File: config.mk
export PLATFORM = sky130hd
export DESIGN_NAME = pc104_sync_host
export DESIGN_NICKNAME = d
export VERILOG_FILES = /design/src/rtl/pc104_sync_host.sv
export SDC_FILE = /design/constraint.sdc
export NUM_CORES = 1
export LEC_CHECK = 0
export CAP_MARGIN = 20
export CORE_ASPECT_RATIO = 0.7
export CORE_MARGIN = 2
export CORE_UTILIZATION = 24
export DETAILED_ROUTE_END_ITERATION = 10
export GPL_TIMING_DRIVEN = 0
export REMOVE_ABC_BUFFERS = 1
export SETUP_SLACK_MARGIN = 0.2
export SLEW_MARGIN = 0
export SYNTH_ARGS = -nofsm -noshare
export SYNTH_HDL_FRONTEND = slang
export SYNTH_SLANG_ARGS = --single-unit
File: constraint.sdc
create_clock -name clock -period 2.4 [get_ports clock]
set_input_delay 0.24 -clock clock [delete_from_list [all_inputs] [get_ports clock]]
set_output_delay 0.24 -clock clock [all_outputs]
set_load 0.01 [all_outputs]
File: src/rtl/pc104_sync_host.sv
// PC104 host-side bus master that services the clock core's sync interrupt:
// on each irq11 rising edge it reads sec/min/hr, then writes a snapshotted
// reference time and a commit word back to the core.
module pc104_sync_host #(
  parameter logic [9:0]  BASE          = 10'h300,
  parameter int unsigned STROBE_CYCLES = 4,
  parameter logic [7:0]  COMMIT_WORD   = 8'h01
) (
  input  logic       clock,
  input  logic       reset_n,
  input  logic       irq11,
  input  logic [4:0] ref_hr,
  input  logic [5:0] ref_min,
  input  logic [5:0] ref_sec,
  output logic       write_n,
  output logic       read_n,
  output logic [9:0] address,
  output logic       aen,
  output logic [7:0] data_bus_out,
  output logic       data_oe,
  input  logic [7:0] data_bus_in,
  output logic [4:0] cur_hr,
  output logic [5:0] cur_min,
  output logic [5:0] cur_sec,
  output logic       busy,
  output logic       done,
  output logic       range_err
);

  typedef enum logic [2:0] {IDLE, SETUP, STROBE, HOLD, FINISH} state_t;

  localparam logic [3:0] LAST_STROBE = 4'(STROBE_CYCLES - 1);

  state_t     state;
  logic [1:0] rst_sync;
  logic       rst_n;
  logic       irq_s1, irq_s2, irq_d, trig;
  logic       pending;
  logic [2:0] idx;
  logic [3:0] cnt;
  logic       acc_wr;
  logic [4:0] snap_hr;
  logic [5:0] snap_min, snap_sec;

  logic [2:0] nidx;
  logic [1:0] n_off;
  logic       n_wr;
  logic [7:0] n_data;

  assign rst_n = rst_sync[1];

  // Reset asserts asynchronously, releases two clocks later on a clean edge.
  always_ff @(posedge clock or negedge reset_n) begin
    if (!reset_n) rst_sync <= '0;
    else          rst_sync <= {rst_sync[0], 1'b1};
  end

  // irq11 synchronizer followed by a registered rising-edge detect.
  always_ff @(posedge clock or negedge rst_n) begin
    if (!rst_n) begin
      irq_s1 <= 1'b0;
      irq_s2 <= 1'b0;
      irq_d  <= 1'b0;
      trig   <= 1'b0;
    end else begin
      irq_s1 <= irq11;
      irq_s2 <= irq_s1;
      irq_d  <= irq_s2;
      trig   <= irq_s2 & ~irq_d;
    end
  end

  // Decode the access that the next SETUP will present (index 0 from idle,
  // idx+1 from HOLD): reads of offsets 0..2, writes of 0..2, then commit.
  always_comb begin
    nidx   = (state == HOLD) ? idx + 3'd1 : 3'd0;
    n_wr   = (nidx >= 3'd3);
    n_off  = 2'd0;
    n_data = '0;
    if (nidx < 3'd3)       n_off = nidx[1:0];
    else if (nidx == 3'd6) n_off = 2'd3;
    else                   n_off = 2'(nidx - 3'd3);
    case (nidx)
      3'd3:    n_data = {2'b00, snap_sec};
      3'd4:    n_data = {2'b00, snap_min};
      3'd5:    n_data = {3'b000, snap_hr};
      3'd6:    n_data = COMMIT_WORD;
      default: n_data = '0;
    endcase
  end

  // Access sequencer; all bus outputs are registered for the state entered.
  always_ff @(posedge clock or negedge rst_n) begin
    if (!rst_n) begin
      state        <= IDLE;
      idx          <= '0;
      cnt          <= '0;
      acc_wr       <= 1'b0;
      pending      <= 1'b0;
      snap_hr      <= '0;
      snap_min     <= '0;
      snap_sec     <= '0;
      write_n      <= 1'b1;
      read_n       <= 1'b1;
      aen          <= 1'b1;
      address      <= '0;
      data_bus_out <= '0;
      data_oe      <= 1'b0;
      cur_hr       <= '0;
      cur_min      <= '0;
      cur_sec      <= '0;
      busy         <= 1'b0;
      done         <= 1'b0;
      range_err    <= 1'b0;
    end else begin
      done <= 1'b0;
      if (trig && busy) pending <= 1'b1;
      case (state)
        IDLE, FINISH: begin
          if (trig || pending) begin
            snap_hr      <= ref_hr;
            snap_min     <= ref_min;
            snap_sec     <= ref_sec;
            pending      <= 1'b0;
            idx          <= '0;
            state        <= SETUP;
            busy         <= 1'b1;
            aen          <= 1'b0;
            address      <= BASE + {8'b0, n_off};
            acc_wr       <= n_wr;
            data_bus_out <= n_wr ? n_data : '0;
            data_oe      <= n_wr;
          end else begin
            state <= IDLE;
          end
        end
        SETUP: begin
          state   <= STROBE;
          cnt     <= '0;
          read_n  <= acc_wr;
          write_n <= ~acc_wr;
        end
        STROBE: begin
          if (cnt == LAST_STROBE) begin
            state   <= HOLD;
            read_n  <= 1'b1;
            write_n <= 1'b1;
            if (!acc_wr) begin
              case (idx)
                3'd0: begin
                  cur_sec <= data_bus_in[5:0];
                  if (data_bus_in[7:6] != 2'b00 || data_bus_in[5:0] > 6'd59) range_err <= 1'b1;
                end
                3'd1: begin
                  cur_min <= data_bus_in[5:0];
                  if (data_bus_in[7:6] != 2'b00 || data_bus_in[5:0] > 6'd59) range_err <= 1'b1;
                end
                default: begin
                  cur_hr <= data_bus_in[4:0];
                  if (data_bus_in[7:5] != 3'b000 || data_bus_in[4:0] > 5'd23) range_err <= 1'b1;
                end
              endcase
            end
          end else begin
            cnt <= cnt + 4'd1;
          end
        end
        HOLD: begin
          if (idx == 3'd6) begin
            state        <= FINISH;
            done         <= 1'b1;
            busy         <= 1'b0;
            aen          <= 1'b1;
            address      <= '0;
            data_oe      <= 1'b0;
            data_bus_out <= '0;
          end else begin
            idx          <= nidx;
            state        <= SETUP;
            address      <= BASE + {8'b0, n_off};
            acc_wr       <= n_wr;
            data_bus_out <= n_wr ? n_data : '0;
            data_oe      <= n_wr;
          end
        end
        default: state <= IDLE;
      endcase
    end
  end

endmodule

==> impl_metrics.tcl, run 1 <==
set metrics [dict create \
    root_buffer "clkbuf_16" \
    max_freq_mhz 475.3 \
    cp_num_cells 8 \
    drc_errors 0 \
    endpoint_kind "register" \
    worst_r2r_path_depth 8 \
    peakVddDrop_uv 500.0 \
    cp_top_family "simple AND/OR/NAND/NOR gates" \
    insertion_delay_ps 320 \
    yosys.area.top_type_share 0.5217 \
    drive_gt1_frac 0.2322 \
    antenna_left 0 \
    hold_viol_final 0 \
    cp.required_ps 2600 \
    clock_path_buffers 2 \
    p_leak_nw 1.858 \
    ios 70 \
    drt_wl_total_mm 6.818 \
    async_flop_share 1.000 \
    initialDrtViolationCount 33 \
    timing.rr.end "data_bus_out[0]" \
    clock-sinks 68 \
    startpoint "state[1]" \
    clkSlewWorstSetupHoldPaths_ps 60 \
    dr.pass1.iters 4 \
    area.growth.synth_to_final_pct 34.39 \
    crit_slowest_cell "dfrtp_2" \
    core_area_um2 12550 \
    n_antenna_cell 0 \
    ctsHtreeMaxLevel 3 \
    setup-violations-final 0 \
    cts-buffers-inserted 9 \
    dpl.hpwl_mm 4.925 \
    critPathCapture "data_bus_out[0]" \
    yosys.area.top_type "dfrtp_1" \
    num-nets-final 355 \
    synth-seq-cells 68 \
    dieWidth_um 140.2 \
    reg2reg_from "state[1]" \
    hold_class "input pin to async pin" \
    grt_pass1_wl_mm 11.37 \
    portBuffers 61 \
    hold_buffers 0 \
    routedWlPerCell_um 14.06 \
    status "finished clean" \
    p_per_area_nw_per_um2 1204 \
    hold-worst-slack_ps 72.06 \
    tightest_slew_ps 846.8 \
    preCtsSetupSlack_ps -76.60 \
    slew_headroom 0.4355 \
    viasPerCell 4.303 \
    syn_avg_cell_area_um2 12.42 \
    cts_tree "yes" \
    startpoint_type "register" \
    period_share 0.8767 \
    min_period_ps 2104 \
    synthTopCellsByArea "dfrtp_1 52%, mux2_2 8.7%, mux2_4 5.8%" \
    gr-usage-all-layers 0.1036 \
    synth.yosys.seq_area_share 0.5470 \
    fill_cells 1232 \
    final.setup_skew_ps 7.075 \
    syn_inst 251 \
    antenna_found_initial 0 \
    start_util 0.2485 \
    grt_setup_unrepaired "true" \
    path_class "register to register" \
    place.gp.congestion 0.7846 \
    fin_ws_ps 296.0 \
    ys_types 49 \
    synth_warnings 0 \
    vias 2087 \
    final-max-slew-violation-count 0 \
    path_max_fanout 10 \
    worstPathCellList "and3b_2 > nand2_1 > inv_1 > ha_1 > a221o_1 > and3_1 > a31oi_1 > o21ai_0" \
    slowest_delay_ps 470 \
    grt-ovfl-total 0 \
    synth_edf_count 0 \
    die_y_um 99.37 \
    die_area_um2 13930 \
    drv_cap 0 \
    arrival_ps 2300 \
    grt_max_degree 67 \
    grt_pass1_vias 2147 \
    rows 34 \
    synth_area_um2 3118 \
    ys.flop_type "dfrtp_1" \
    path_buf_inv 1 \
    ff2ff_setup_slack_ps 300 \
]
[worst min path at each step]
| stage | start | endpoint | slack, ps | depth (start not counted) |
|---|---|---|---|---|
| 2_1_floorplan | reset_n | rst_sync[0] | -60 | 0 |
| 3_3_place_gp | irq_s1 | irq_s2 | 340 | 0 |
| 3_5_place_dp | rst_sync[0] | rst_sync[1] | 340 | 0 |
| 4_1_cts | reset_n | rst_sync[1] | 60 | 1 |
| 5_1_grt | reset_n | rst_sync[1] | 60 | 1 |
| 6_report | reset_n | rst_sync[1] | 70 | 1 |
[report_power, final]
part | internal, W | leakage [nW] | switching (W)
Clock | 0.000799 | 0.139 | 0.000476
Sequential | 0.00158 | 0.837 | 0.000330
Combinational | 0.00105 | 0.882 | 0.000811
[metrics by stage]
| stage | TNS (ps) | utilization | area [µm²] | cells | total power [W] |
|---|---|---|---|---|---|
| after floorplan | 0 | - | 3037 | 242 | 0.002992 |
| after global placement | -27290 | 0.3068 | 3850 | 465 | 0.003681 |
| after detailed placement | -362.8 | 0.3071 | 3854 | 465 | 0.003738 |
| after CTS | 0 | 0.3308 | 4151 | 481 | 0.005050 |
| after global routing | 0 | 0.3339 | 4190 | 485 | 0.005380 |
| final | 0 | 0.3339 | 4190 | 485 | 0.005045 |
[kinds of logic after synthesis]
group,after synthesis,synth area share
multiplexers,36,0.1445
flip-flops,68,0.5470
AO/OA/AOI/OAI,47,0.09711
AND/OR/NAND/NOR,61,0.1152
other,2,0.002409
buffers and inverters,24,0.04414
XOR/XNOR,4,0.01365
adder cells (fa/ha/maj),9,0.03612
[cell usage after synthesis, drive strengths merged (2+ instances only)]
library cell and number:
a31oi 6, nand3 5, and3 5, conb 2, ha 9, nand4 2
a22o 5, nor3b 2, dfrtp 65, mux2 36, o21a 3, inv 8
a22oi 2, nand2 19, nor3 3, o21ai 17, clkbuf 2, nand3b 2
buf 14, a21oi 6, nor2 15, nand2b 2, xor2 3, dfstp 3
[cell usage in the layout, fill, tap and decap left out, types with 3 or more instances in the layout]
master	n
dfrtp_1	61
mux2_4	12
a21oi_1	6
clkbuf_16	9
and3_1	5
mux2_2	24
nand3_1	5
ha_1	7
dfstp_2	3
buf_4	4
a31oi_1	6
o21a_1	3
conb_1	9
nor2_1	14
dfrtp_2	3
o21ai_0	17
clkinv_2	3
a22o_1	5
nand2_1	17
inv_1	7
clkdlybuf4s50_1	61
[state kept, by name (all words and copies together), names as in the netlist, 4 cells and up]
signal	flops
snap_hr	5
snap_sec	6
cur_hr	5
data_bus_out	6
cur_min	6
cur_sec	6
snap_min	6
cnt	4
[cell type report]
| cell class | instances | area (µm²) | area share |
|---|---|---|---|
| inverters | 8 | 30.03 | 0.007166 |
| multi-input cells | 166 | 1319 | 0.3147 |
| flip-flops and latches | 68 | 1713 | 0.4088 |
| well taps | 162 | 202.7 | 0.04837 |
| repair buffers | 65 | 640.6 | 0.1529 |
| clock buffers | 11 | 232.7 | 0.05554 |
| clock inverters | 5 | 52.55 | 0.01254 |
[worst register-to-register path: cells and delay by family, from the launching register on]
family,cells,cell delay (ps)
and+or+nand+nor,3,620
AOI/OAI and AO/OA,3,540
DFF,1,470
adders and majority gates,1,270
buffers and inverters,1,80
[what timing repair did]
| action | CTS | global route |
|---|---|---|
| setup endpoints to repair | 6 | 18 |
| resized for setup | 5 | 4 |
| buffers inserted | 0 | 4 |
| pin swaps | 1 | 1 |
[routing by layer]
metal / global-route usage / routed length [µm]
met5: 0 / 0
met2: 0.1569 / 3141
met1: 0.1429 / 3300
met4: 0.03963 / 123
met3: 0.02696 / 253
(Power assumes the default switching activity.)
==> run 2: changes to the inputs <==
Settings changed: REMOVE_ABC_BUFFERS 1 to not set.
==> run 2 against run 1 <==
  * Non-clock buffer count grew 16
  * Sequential cell count unchanged
  * Critical endpoint unchanged
  * Critical path depth unchanged
  * Largest cell class unchanged
  * Via count up 2.1%
==> impl_metrics.tcl, run 2 (synthesis gave the netlist of run 1 again) <==
set metrics [dict create \
    fin_ws_ps 290.5 \
    path_buf_inv 1 \
    timing.rr.end "data_bus_out[0]" \
    num-nets-final 371 \
    place.gp.congestion 0.8027 \
    routedWlPerCell_um 13.97 \
    startpoint_type "register" \
    die_y_um 99.37 \
    period_share 0.8789 \
    drt_wl_total_mm 7.000 \
    root_buffer "clkbuf_16" \
    area.growth.synth_to_final_pct 38.32 \
    final-max-slew-violation-count 0 \
    dr.pass1.iters 4 \
    tightest_slew_ps 847.0 \
    drv_cap 0 \
    cp_num_cells 8 \
    gr-usage-all-layers 0.1070 \
    startpoint "state[2]" \
    path_class "register to register" \
    path_max_fanout 10 \
    clock-sinks 68 \
    die_area_um2 13930 \
    viasPerCell 4.253 \
    cts-buffers-inserted 9 \
    multi_input_area_um2 1334 \
    ctsHtreeMaxLevel 3 \
    ff2ff_setup_slack_ps 290 \
    portBuffers 61 \
    hold-worst-slack_ps 87.72 \
    drc_errors 0 \
    vias 2131 \
    peakVddDrop_uv 398.9 \
    min_period_ps 2109 \
    final.setup.tns_ps 0 \
    final_common_cell "dfrtp_1" \
    ios 70 \
    grt_pass1_wl_mm 11.61 \
    slew_headroom 0.4354 \
    worst_r2r_path_depth 8 \
    preCtsSetupSlack_ps 10.04 \
    clkSlewWorstSetupHoldPaths_ps 60 \
    start_util 0.2485 \
    total_power_w 0.005082 \
    crit_slowest_cell "dfrtp_2" \
    cts_tree "yes" \
    antenna_left 0 \
    dpl.hpwl_mm 5.000 \
    clock_path_buffers 2 \
    hold_viol_final 0 \
    grt_max_degree 67 \
    n_antenna_cell 0 \
    endpoint_kind "register" \
    p_leak_nw 1.944 \
    status "finished clean" \
    hold_class "input pin to async pin" \
    drive_gt1_frac 0.2625 \
    reg2reg_from "state[2]" \
    worstPathCellList "and3b_2 > buf_6 > nand2_4 > ha_2 > a221o_1 > and3_1 > a31oi_1 > o21ai_1" \
    arrival_ps 2300 \
    grt_pass1_vias 2232 \
    fill_cells 1225 \
    antenna_found_initial 0 \
    rows 34 \
    grt-ovfl-total 0 \
    critPathCapture "data_bus_out[0]" \
    dieWidth_um 140.2 \
    layout_common_cells "63 x dfrtp_1, 61 x clkdlybuf4s50_1, 24 x mux2_2, 16 x o21ai_0, 15 x nand2_1" \
    slowest_delay_ps 440 \
    insertion_delay_ps 320 \
    cp_top_family "simple AND/OR/NAND/NOR gates" \
    setup-violations-final 0 \
    core_area_um2 12550 \
    initialDrtViolationCount 59 \
    max_freq_mhz 474.1 \
    cp.required_ps 2590 \
    final-seq-area_um2 1710 \
    p_per_area_nw_per_um2 1178 \
    final.setup_skew_ps 7.514 \
    grt_setup_unrepaired "false" \
]
## run 2: where the power goes
group          total (W)  switching [W]  internal (W)
Clock            0.00121       0.000454      0.000753
Combinational    0.00200       0.000892       0.00111
Sequential       0.00187       0.000295       0.00158
Total            0.00508        0.00164       0.00344
## run 2: repair_timing
action                     in CTS  in global routing
pin swaps                       0                  0
hold buffers                    0                  0
setup endpoints to repair       7                  7
gates resized for setup         9                  8
buffers inserted                2                  2
## run 2: area by class of cell
cell class	instances	share of cell area
timing repair buffer	65	0.1485
sequential	68	0.3966
buffer	16	0.02814
inverter	8	0.006963
clock inverter	2	0.002321
multi-input combinational	166	0.3093
clock buffer	14	0.06121
tap	162	0.04700
## run 2: metal layers
| layer | vias to the layer above | GRT usage | share of wire |
|---|---|---|---|
| li1 | 1039 | - | - |
| met1 | 1037 | 0.1452 | 0.50 |
| met2 | 47 | 0.1625 | 0.45 |
| met3 | 8 | 0.02985 | 0.037 |
| met4 | 0 | 0.04274 | 0.014 |
| met5 | - | 0 | 0 |
## run 2: worst min-delay path by stage
stage	endpoint	slack, ps	cells past startpoint
floorplan	rst_sync[0]	-60	0
global placement	rst_sync[1]	340	0
detailed placement	irq_s2	340	0
CTS	rst_sync[1]	80	1
global route	rst_sync[1]	80	1
finish	rst_sync[1]	90	1
## run 2: through the flow
stage                 util  std cells  cell area, µm²
floorplan                -        258            3144
global placement    0.3154        481            3958
detailed placement  0.3157        481            3961
CTS                 0.3405        499            4273
global route        0.3437        501            4313
finish              0.3437        501            4313
==> run 3: changes to the inputs <==
Settings changed: CORE_ASPECT_RATIO 0.7 to not set, PLACE_DENSITY set to 0.49.
==> run 3 against run 2 <==
  * Combinational power up 3%
  * Wire length down 0.14%
  * Worst hold slack worse by 9.8 ps
  * Setup slack better by 18 ps
  * Count of clock-buffer cells in the layout up 1
  * Clock skew down 2.7 ps
  * Sequential share of layout area down 0.72 points
  * Total power up 4.1%
  * Clock power up 12%
  * Core utilization up 0.32 points
  * Maximum frequency up 0.86%
  * Critical path type unchanged
  * Critical endpoint unchanged
  * Largest power group unchanged
==> impl_metrics.tcl, run 3 (synthesis gave the netlist of run 1 again) <==
set metrics [dict create \
    status "finished clean" \
    clock-sinks 68 \
    p_per_area_nw_per_um2 1204 \
    tightest_slew_ps 851.0 \
    antenna_left 0 \
    dr.pass1.iters 4 \
    peakVddDrop_uv 434.4 \
    period_share 0.8715 \
    worst_r2r_path_depth 10 \
    core_area_um2 12670 \
    layout_common_cells "62 x dfrtp_1, 61 x clkdlybuf4s50_1, 24 x mux2_2, 17 x o21ai_0, 15 x nand2_1" \
    cpMostUsedCell "buf_6" \
    gr-usage-all-layers 0.1039 \
    worstPathCellList "buf_6 > and3b_2 > buf_6 > nand2_4 > inv_2 > ha_4 > a221o_1 > and3_1 > a31oi_1 > o21ai_0" \
    hold_class "input pin to async pin" \
    preCtsSetupSlack_ps -16.17 \
    place.gp.congestion 0.7644 \
    timing.rr.end "data_bus_out[0]" \
    slowest_delay_ps 370 \
    area.growth.synth_to_final_pct 40.97 \
    grt_pass1_vias 2256 \
    initialDrtViolationCount 93 \
    clkSlewWorstSetupHoldPaths_ps 50 \
    portBuffers 61 \
    dpl.hpwl_mm 4.832 \
    hold-worst-slack_ps 77.97 \
    ctsHtreeMaxLevel 3 \
    final.setup.tns_ps 0 \
    reg2reg_from "state[0]" \
    slew_headroom 0.4327 \
    p_leak_nw 1.969 \
    drive_gt1_frac 0.2714 \
    antenna_found_initial 0 \
    drc_errors 0 \
    cts-buffers-inserted 9 \
    root_buffer "clkbuf_16" \
    die_y_um 118.0 \
    grt_setup_unrepaired "false" \
    max_freq_mhz 478.1 \
    path_class "register to register" \
    min_period_ps 2092 \
    ios 70 \
    endpoint_kind "register" \
    n_antenna_cell 0 \
    startpoint_type "register" \
    start_util 0.2461 \
    final.setup_skew_ps 4.819 \
    num-nets-final 371 \
    insertion_delay_ps 320 \
    hold_viol_final 0 \
    drt_wl_total_mm 6.990 \
    crit_slowest_cell "dfrtp_1" \
    viasPerCell 4.192 \
    setup-violations-final 0 \
    fin_ws_ps 308.4 \
    ff2ff_setup_slack_ps 310 \
    final-max-slew-violation-count 0 \
    rows 41 \
    arrival_ps 2290 \
    vias 2142 \
    path_max_fanout 10 \
    grt_max_degree 67 \
    final_common_cell "dfrtp_1" \
    cts_tree "yes" \
    die_area_um2 13920 \
    dieWidth_um 118.0 \
    drv_cap 0 \
    cp.required_ps 2600 \
    clock_path_buffers 2 \
    grt_pass1_wl_mm 11.48 \
    routedWlPerCell_um 13.68 \
    grt-ovfl-total 0 \
]
run 3: cell types whose count changed in the layout (fill, tap and decap cells not counted), sizes merged:
cell / change
clkinv: -2
bufinv: +1
clkbuf: +1
run 3: final cells by class:
type,instances,area (µm²)
clock buffer,15,277.8
tap,172,215.2
buffer,16,121.4
timing repair buffer,65,640.6
clock inverter,1,30.03
fill,1268,8275
multi-input combinational,166,1366
sequential,68,1712
inverter,8,32.53
run 3: timing repair:
item                                    in CTS  in global routing
gates resized for setup                      8                 15
hold buffers                                 0                  0
endpoints found under the setup margin       7                  8
buffers inserted                             0                  4
gates cloned                                 0                  0
run 3: power breakdown:
group	internal [W]	switching, W	leakage [nW]
registers	0.00158	0.000295	0.838
logic	0.00115	0.000910	0.981
clock network	0.000891	0.000459	0.150
total	0.00363	0.00166	1.97
run 3: worst max path at each step:
stage,startpoint,to,slack (ps),cells past startpoint
3_3_place_gp,rst_sync[1],snap_sec[3],-570,0
2_1_floorplan,state[0],data_bus_out[0],350,10
6_report,state[0],data_bus_out[0],310,10
5_1_grt,state[0],data_bus_out[0],210,10
4_1_cts,state[0],data_bus_out[0],210,10
3_5_place_dp,state[0],data_bus_out[2],-20,9
run 3: metal layers:
metal / wire, µm / vias up / GRT usage
met5: 0 / - / 0
met3: 230 / 6 / 0.02519
met2: 3323 / 43 / 0.1632
met4: 107 / 0 / 0.04744
li1: - / 1037 / -
met1: 3329 / 1056 / 0.1349
run 3: through the flow:
| step | power [W] | instances | utilization | area [µm²] |
|---|---|---|---|---|
| 3_3_place_gp | 0.003766 | 491 | 0.3133 | 3970 |
| 6_report | 0.005290 | 511 | 0.3469 | 4395 |
| 5_1_grt | 0.005647 | 511 | 0.3469 | 4395 |
| 2_1_floorplan | 0.003042 | 258 | - | 3144 |
| 4_1_cts | 0.005184 | 507 | 0.3395 | 4302 |
| 3_5_place_dp | 0.003781 | 491 | 0.3136 | 3974 |
run 3: worst max-delay path, delay by kind of cell (launching register included):
| family | cells | cell delay [ps] |
|---|---|---|
| fa+ha+maj | 1 | 180 |
| flops | 1 | 370 |
| simple gates | 3 | 540 |
| buf+inv | 3 | 350 |
| compound gates | 3 | 520 |
